$ cat src/rtl/mem_uncache_ctrl.sv
// mem_uncache_ctrl: MEM-stage load/store controller for a single-outstanding sram-like bus
//   clk, rst                      clock, asynchronous active-high reset
//   MEM_Req/IsStore/Size/Addr/WData  access request from the MEM instruction
//   MEM_ExcValid, MEM_Flush       suppress / cancel the access
//   WB_Wr                         MEM/WB register captures the held result
//   bus_*                         sram-like request/response channel
//   MEM_DMOut                     raw load word, MEM_Stall pipeline freeze, MEM_BusErr watchdog pulse
module mem_uncache_ctrl #(
    parameter int unsigned TIMEOUT_CYCLES = 255
) (
    input  logic        clk,
    input  logic        rst,
    input  logic        MEM_Req,
    input  logic        MEM_IsStore,
    input  logic [1:0]  MEM_Size,
    input  logic [31:0] MEM_Addr,
    input  logic [31:0] MEM_WData,
    input  logic        MEM_ExcValid,
    input  logic        MEM_Flush,
    input  logic        WB_Wr,
    output logic        bus_req,
    output logic        bus_wr,
    output logic [1:0]  bus_size,
    output logic [31:0] bus_addr,
    output logic [3:0]  bus_wstrb,
    output logic [31:0] bus_wdata,
    input  logic        bus_addr_ok,
    input  logic        bus_data_ok,
    input  logic [31:0] bus_rdata,
    output logic [31:0] MEM_DMOut,
    output logic        MEM_Stall,
    output logic        MEM_BusErr
);
    localparam int CW = TIMEOUT_CYCLES > 0 ? $clog2(TIMEOUT_CYCLES + 1) : 1;

    typedef enum logic [1:0] {IDLE, REQ, WAIT, DONE} state_t;

    state_t        state, state_nx;
    logic [CW-1:0] cnt;
    logic          wr_q, cancel, start, timeout, finish, kill;
    logic [3:0]    wstrb_nx;
    logic [31:0]   wdata_nx;

    assign start   = MEM_Req & ~MEM_ExcValid & ~MEM_Flush;
    // data_ok wins over the watchdog when both land in the same cycle
    assign timeout = state == WAIT && TIMEOUT_CYCLES != 0 && cnt == CW'(TIMEOUT_CYCLES) && !bus_data_ok;
    assign finish  = (state == REQ && bus_addr_ok && bus_data_ok) || (state == WAIT && (bus_data_ok || timeout));
    // a flush arriving in the completion cycle itself cancels just like an earlier one
    assign kill    = cancel | MEM_Flush;

    assign wstrb_nx = !MEM_IsStore      ? 4'b0000 :
                      MEM_Size == 2'd0  ? 4'b0001 << MEM_Addr[1:0] :
                      MEM_Size == 2'd1  ? (MEM_Addr[1] ? 4'b1100 : 4'b0011) : 4'b1111;
    assign wdata_nx = MEM_Size == 2'd0 ? {4{MEM_WData[7:0]}} :
                      MEM_Size == 2'd1 ? {2{MEM_WData[15:0]}} : MEM_WData;

    always_ff @(posedge clk or posedge rst) begin
        if (rst) state <= IDLE;
        else     state <= state_nx;
    end

    always_comb begin
        state_nx = state;
        case (state)
            IDLE:    state_nx = start ? REQ : IDLE;
            REQ:     state_nx = !bus_addr_ok ? REQ : !bus_data_ok ? WAIT : kill ? IDLE : DONE;
            WAIT:    state_nx = !finish ? WAIT : kill ? IDLE : DONE;
            default: state_nx = (WB_Wr || MEM_Flush) ? IDLE : DONE;
        endcase
    end

    always_comb begin
        bus_req    = state == REQ;
        bus_wr     = state == REQ && wr_q;
        MEM_Stall  = state == IDLE ? start : state != DONE;
        MEM_BusErr = timeout;
    end

    always_ff @(posedge clk or posedge rst) begin
        if (rst) begin
            wr_q      <= 1'b0;
            bus_size  <= 2'd0;
            bus_addr  <= 32'd0;
            bus_wstrb <= 4'd0;
            bus_wdata <= 32'd0;
            cnt       <= '0;
            cancel    <= 1'b0;
            MEM_DMOut <= 32'd0;
        end else begin
            if (state == IDLE && start) begin
                wr_q      <= MEM_IsStore;
                bus_size  <= MEM_Size;
                bus_addr  <= MEM_Addr;
                bus_wstrb <= wstrb_nx;
                bus_wdata <= wdata_nx;
            end
            cnt    <= state == WAIT ? cnt + CW'(1) : '0;
            cancel <= (state == REQ || state == WAIT) && !finish && kill;
            if (finish && !kill)
                MEM_DMOut <= timeout ? 32'd0 : wr_q ? MEM_DMOut : bus_rdata;
        end
    end
endmodule
$ cat config.mk
export PLATFORM = sky130hd
export DESIGN_NAME = mem_uncache_ctrl
export DESIGN_NICKNAME = d
export VERILOG_FILES = /design/src/rtl/mem_uncache_ctrl.sv
export SDC_FILE = /design/constraint.sdc
export NUM_CORES = 1
export LEC_CHECK = 0
export ABC_AREA = 1
export BUFFER_PORTS_ARGS = -buffer_cell sky130_fd_sc_hd__buf_2
export CAP_MARGIN = 20
export CELL_PAD_IN_SITES_DETAIL_PLACEMENT = 0
export CELL_PAD_IN_SITES_GLOBAL_PLACEMENT = 1
export CORE_UTILIZATION = 34
export DETAILED_ROUTE_END_ITERATION = 12
export PLACE_DENSITY = 0.8
export SYNTH_ARGS = -nofsm -noshare
export SYNTH_HDL_FRONTEND = slang
export SYNTH_SLANG_ARGS = --single-unit
$ cat constraint.sdc
create_clock -name clk -period 4.12 [get_ports clk]
set_input_delay 0.618 -clock clk [delete_from_list [all_inputs] [get_ports clk]]
set_output_delay 0.618 -clock clk [all_outputs]
set_load 0.03 [all_outputs]
# Word level (Yosys, flattened, before mapping)
# Cells that the tools add are included.
# op_classes
add_sub_neg	1
eq_ne	6
shifts	1
muxes	17
bitwise	5
n_reduce_logical	20
# ops
operator	count
2-to-1 mux 32 bit	4
2-to-1 mux 4 bit	4
logical AND 1 bit	10
2-to-1 mux 2 bit	5
adder 8 x 1 -> 8 bit (second input constant)	1
equality test 8 bit (second input constant)	1
2-to-1 mux 8 bit	1
one-hot mux 2 bit (3 select lines)	1
equality test 2 x 1 -> 1 bit (second input constant)	2
zero test 2 bit	2
logical OR 1 bit	4
<< shifter 1 x 2 -> 4 bit (first input constant)	1
zero test 1 bit	3
bitwise AND 1 bit	2
equality test 2 bit (second input constant)	1
2-to-1 mux 1 bit	2
!= test 2 x 1 -> 1 bit (second input constant)	1
!= test 2 bit (second input constant)	1
inverter 1 bit	2
AND reduction 2 bit	1
bitwise OR 1 bit	1
# word_totals
register_bits	114
in_bits	107
output_inout_bits	106
word_cells	59

# Logic depth before layout (Yosys ltp)
# logic_depth
ltp_word	9
ltp_mapped	12
depth_no_buf	11

# Worst setup path after synthesis
# No wires, ideal clock.
# synth_timing
path_type	input-to-output
start	input MEM_Flush
end	output MEM_Stall
arrival_ns	1.551
t_required_ns	3.502
path_slack_ns	1.951
cell_stages	5
path_buffers	2
cell_sequence	nor2_1 > nand3_1 > buf_2 > buf_2 > o21ai_0
# synth_between
elab_chain_cells	3
# synth_rtl
element	line	text
start, declared	19	input logic MEM_Flush,
inverter 1 bit	44	assign start = MEM_Req & ~MEM_ExcValid & ~MEM_Flush;
bitwise AND 1 bit	44	
2-to-1 mux 1 bit	75	MEM_Stall = state == IDLE ? start : state != DONE;
end, declared	31	output logic MEM_Stall,
# No other way between the ends.

# Worst setup path after layout
# layout_timing
start	register state[0]
end	output MEM_BusErr
# layout_between
elab_chain_cells	3
# layout_rtl
element	line	text
start, declared	38	state_t state, state_nx;
start signal, assigned	59	else state <= state_nx;
equality test 2 bit	46	assign timeout = state == WAIT && TIMEOUT_CYCLES != 0 && cnt == CW'(TIMEOUT_CYCLES) && !bus_data_ok;
logical AND 1 bit (2 in a row)	46	
end, declared	32	output logic MEM_BusErr
# No other way between the ends.

==> impl_metrics.toml <==
[route]
drc_errors = 0
ant_nets = 0
post_drt_wl_per_cell_microns = 14.1
wl_mm = 14.1
vias = 4600
dr.pass1.iters = 4
via_per_inst = 4.62
initialDrtViolationCount = 195

[timing]
relSlewSlack = 0.535
hold_ws_ps = 324
finalHoldViolCount = 0
tightest_slew_ps = 695
fmax_mhz = 360
finalSetupViolations = 0
tns_ps = 0
finalCritPeriodShare = 0.674
rsz0062_at_grt = "false"
fin_crit_ps = 2780
fin_skew_ps = 7.19
finalMaxSlewViolations = 0

[critical_path]
slowest_stage = "dfrtp_1"
cp_cell_sequence = "inv_1, ha_1, inv_2, nor2_2, nand3_2, buf_4, inv_1, buf_2"
slowest_delay_ps = 410
crit_type = "flop to primary output"
startpoint_type = "flop"
crit_top_cell = "inv_1"
cp-end-kind = "primary output"
cp_max_fo = 34
crit_arrival_ps = 2160
crit_required_ps = 3500

[clock_network]
clkTransAtPathRegs_ps = 50
cts.sinks = 114
clk_latency_ps = 400
clockBufferDepth = 2
numCtsBuffers = 17
cts_max_level = 4
holdBufCountCts = 0
cts_resized = 0
clock-root-buffer = "clkbuf_16"
cts_tree = "done"
cts_post_setup_buffers_inserted = 0

[placed_design]
port_buffers = 212
hpwl_mm = 9.54
gp_congestion = 0.747
dp_cells = 963

[power]
ir_drop_mv = 0.347
internal_power_uw = 3350
cellPowerDensity_nw_per_um2 = 859
seq_power_share = 0.323
p_switching_uw = 2530
switching_share = 0.431
pwr-share-comb = 0.414
clkPwrFrac = 0.263
p_leak_uw = 0.00381

[logic_synthesis]
synth_cell_types = 25
syn_nets = 708
yosysTopAreaCell = "dfrtp_1"
syn_area_per_cell_sq_um = 8.50
yosys.area.top_type_share = 0.564
syn_area_sq_um = 5060
yosys_warnings = 0
synth_seq_cells = 114
synth-seq-area-share = 0.564
synth.area.top_cells = "dfrtp_1, nand2_1, nand3b_1"
synthCells = 595

[global_route]
grt_overflow_total = 0
track_usage = 0.189
grt_pass1_vias = 4397
grt_start_max_net_pins = 64
grt_pass1_wl_mm = 22.1
antenna_found_initial = 1

[die]
fp.dieArea_sq_um = 15400
fp.dieH_microns = 124
rows = 44
io_pins = 213
start_util = 0.348
die_w_microns = 124
core_area_sq_um = 14500

[final_layout]
multi_input_area_sq_um = 1960
diodes = 0
seqCellArea_sq_um = 2850
fillers = 1506
drive_gt1_frac = 0.316
final-instance-count-excl-fill = 995
syn_to_final_growth_pct = 35.4
nets = 911

[status]
status = "finished, final reports clean"

[run]
drv_cap = 0

[hold_path]
hold_path.class = "primary input to async pin"
==> placed cells by master (no fill, tap or decap), drive strengths merged <==
cell type / count
clkbuf: 23
clkinv: 4
nor2: 31
nor3: 2
clkinvlp: 2
a31oi: 8
buf: 217
nand3: 38
nand2: 265
nand3b: 32
a21oi: 25
inv: 18
bufinv: 4
ha: 6
dfrtp: 114
o21bai: 1
o21ai: 21
==> state kept, by name, indices dropped and copies added, names as in the netlist, 2 cells and up <==
name / count
state: 2
bus_addr: 32
MEM_DMOut: 32
bus_wstrb: 4
bus_wdata: 32
cnt: 8
bus_size: 2
==> final cells by class <==
| cell class | instances | area share |
|---|---|---|
| clock buffers | 23 | 0.0683 |
| clock inverters | 9 | 0.0225 |
| inverters | 19 | 0.0108 |
| multi-input cells | 429 | 0.286 |
| flip-flops and latches | 114 | 0.417 |
| well taps | 184 | 0.0336 |
| repair buffers | 217 | 0.162 |
==> routing by layer <==
metal / wire length [microns] / track usage / vias to the layer above
met3: 1250 / 0.0701 / 16
met1: 6310 / 0.241 / 2102
li1: - / - / 2306
met5: 13 / 0 / -
met4: 196 / 0.0737 / 2
met2: 6290 / 0.289 / 174
==> cell usage after synthesis <==
cell and n:
nor2_2 1, a21oi_1 24, nor2_1 29, clkinv_1 1, inv_2 2, o21bai_1 1
nor2_4 1, inv_1 16, clkbuf_1 17, nand3_2 1, nand3b_1 32, a31oi_1 8
o21ai_0 21, nor3_1 2, nand2_2 2, a21oi_4 1, nand3_1 37, buf_4 7
buf_1 1, buf_6 3, buf_2 5, ha_1 6, dfrtp_1 114, nand2_4 1
nand2_1 262
==> worst max-delay path: cells and delay by family, from the launching register on <==
family	cells	cell delay (ps)
buf+inv	5	730
flops	1	410
fa+ha+maj	1	350
simple gates	2	250
==> worst paths after layout <==
check,start,depth (start not counted),end,slack [ps]
min,rst,2,MEM_DMOut[30],320
min in group clk,MEM_Addr[31],3,bus_addr[31],410
max reg2reg,state[0],10,MEM_DMOut[21],1370
min reg2reg,cnt[0],1,cnt[0],460
max in group asynchronous,rst,3,bus_wdata[19],3020
max,state[0],8,MEM_BusErr,1340
==> cells by family after synthesis <==
logic type / after synthesis / share of synthesized area
AND/OR/NAND/NOR: 368 / 0.312
flip-flops: 114 / 0.564
AO/OA/AOI/OAI: 55 / 0.0591
buffers and inverters: 52 / 0.0495
adder cells (fa/ha/maj): 6 / 0.0148
==> power by group through the flow <==
stage | clock (uW) | combinational [uW] | sequential, uW
floorplan | 0 | 719 | 2890
global placement | 0 | 2460 | 1910
detailed placement | 0 | 2470 | 1900
CTS | 1580 | 2460 | 1910
global route | 1640 | 2670 | 1980
finish | 1540 | 2430 | 1900
==> per-stage QoR <==
step	cell area [sq um]	setup WS [ps]	power [uW]	utilization
after floorplan	5060	486	3610	-
after global placement	6230	1290	4370	0.428
after detailed placement	6230	1250	4370	0.428
after CTS	6850	1310	5950	0.471
after global routing	6850	1120	6290	0.471
final	6850	1340	5880	0.471
(Power assumes the default switching activity.)
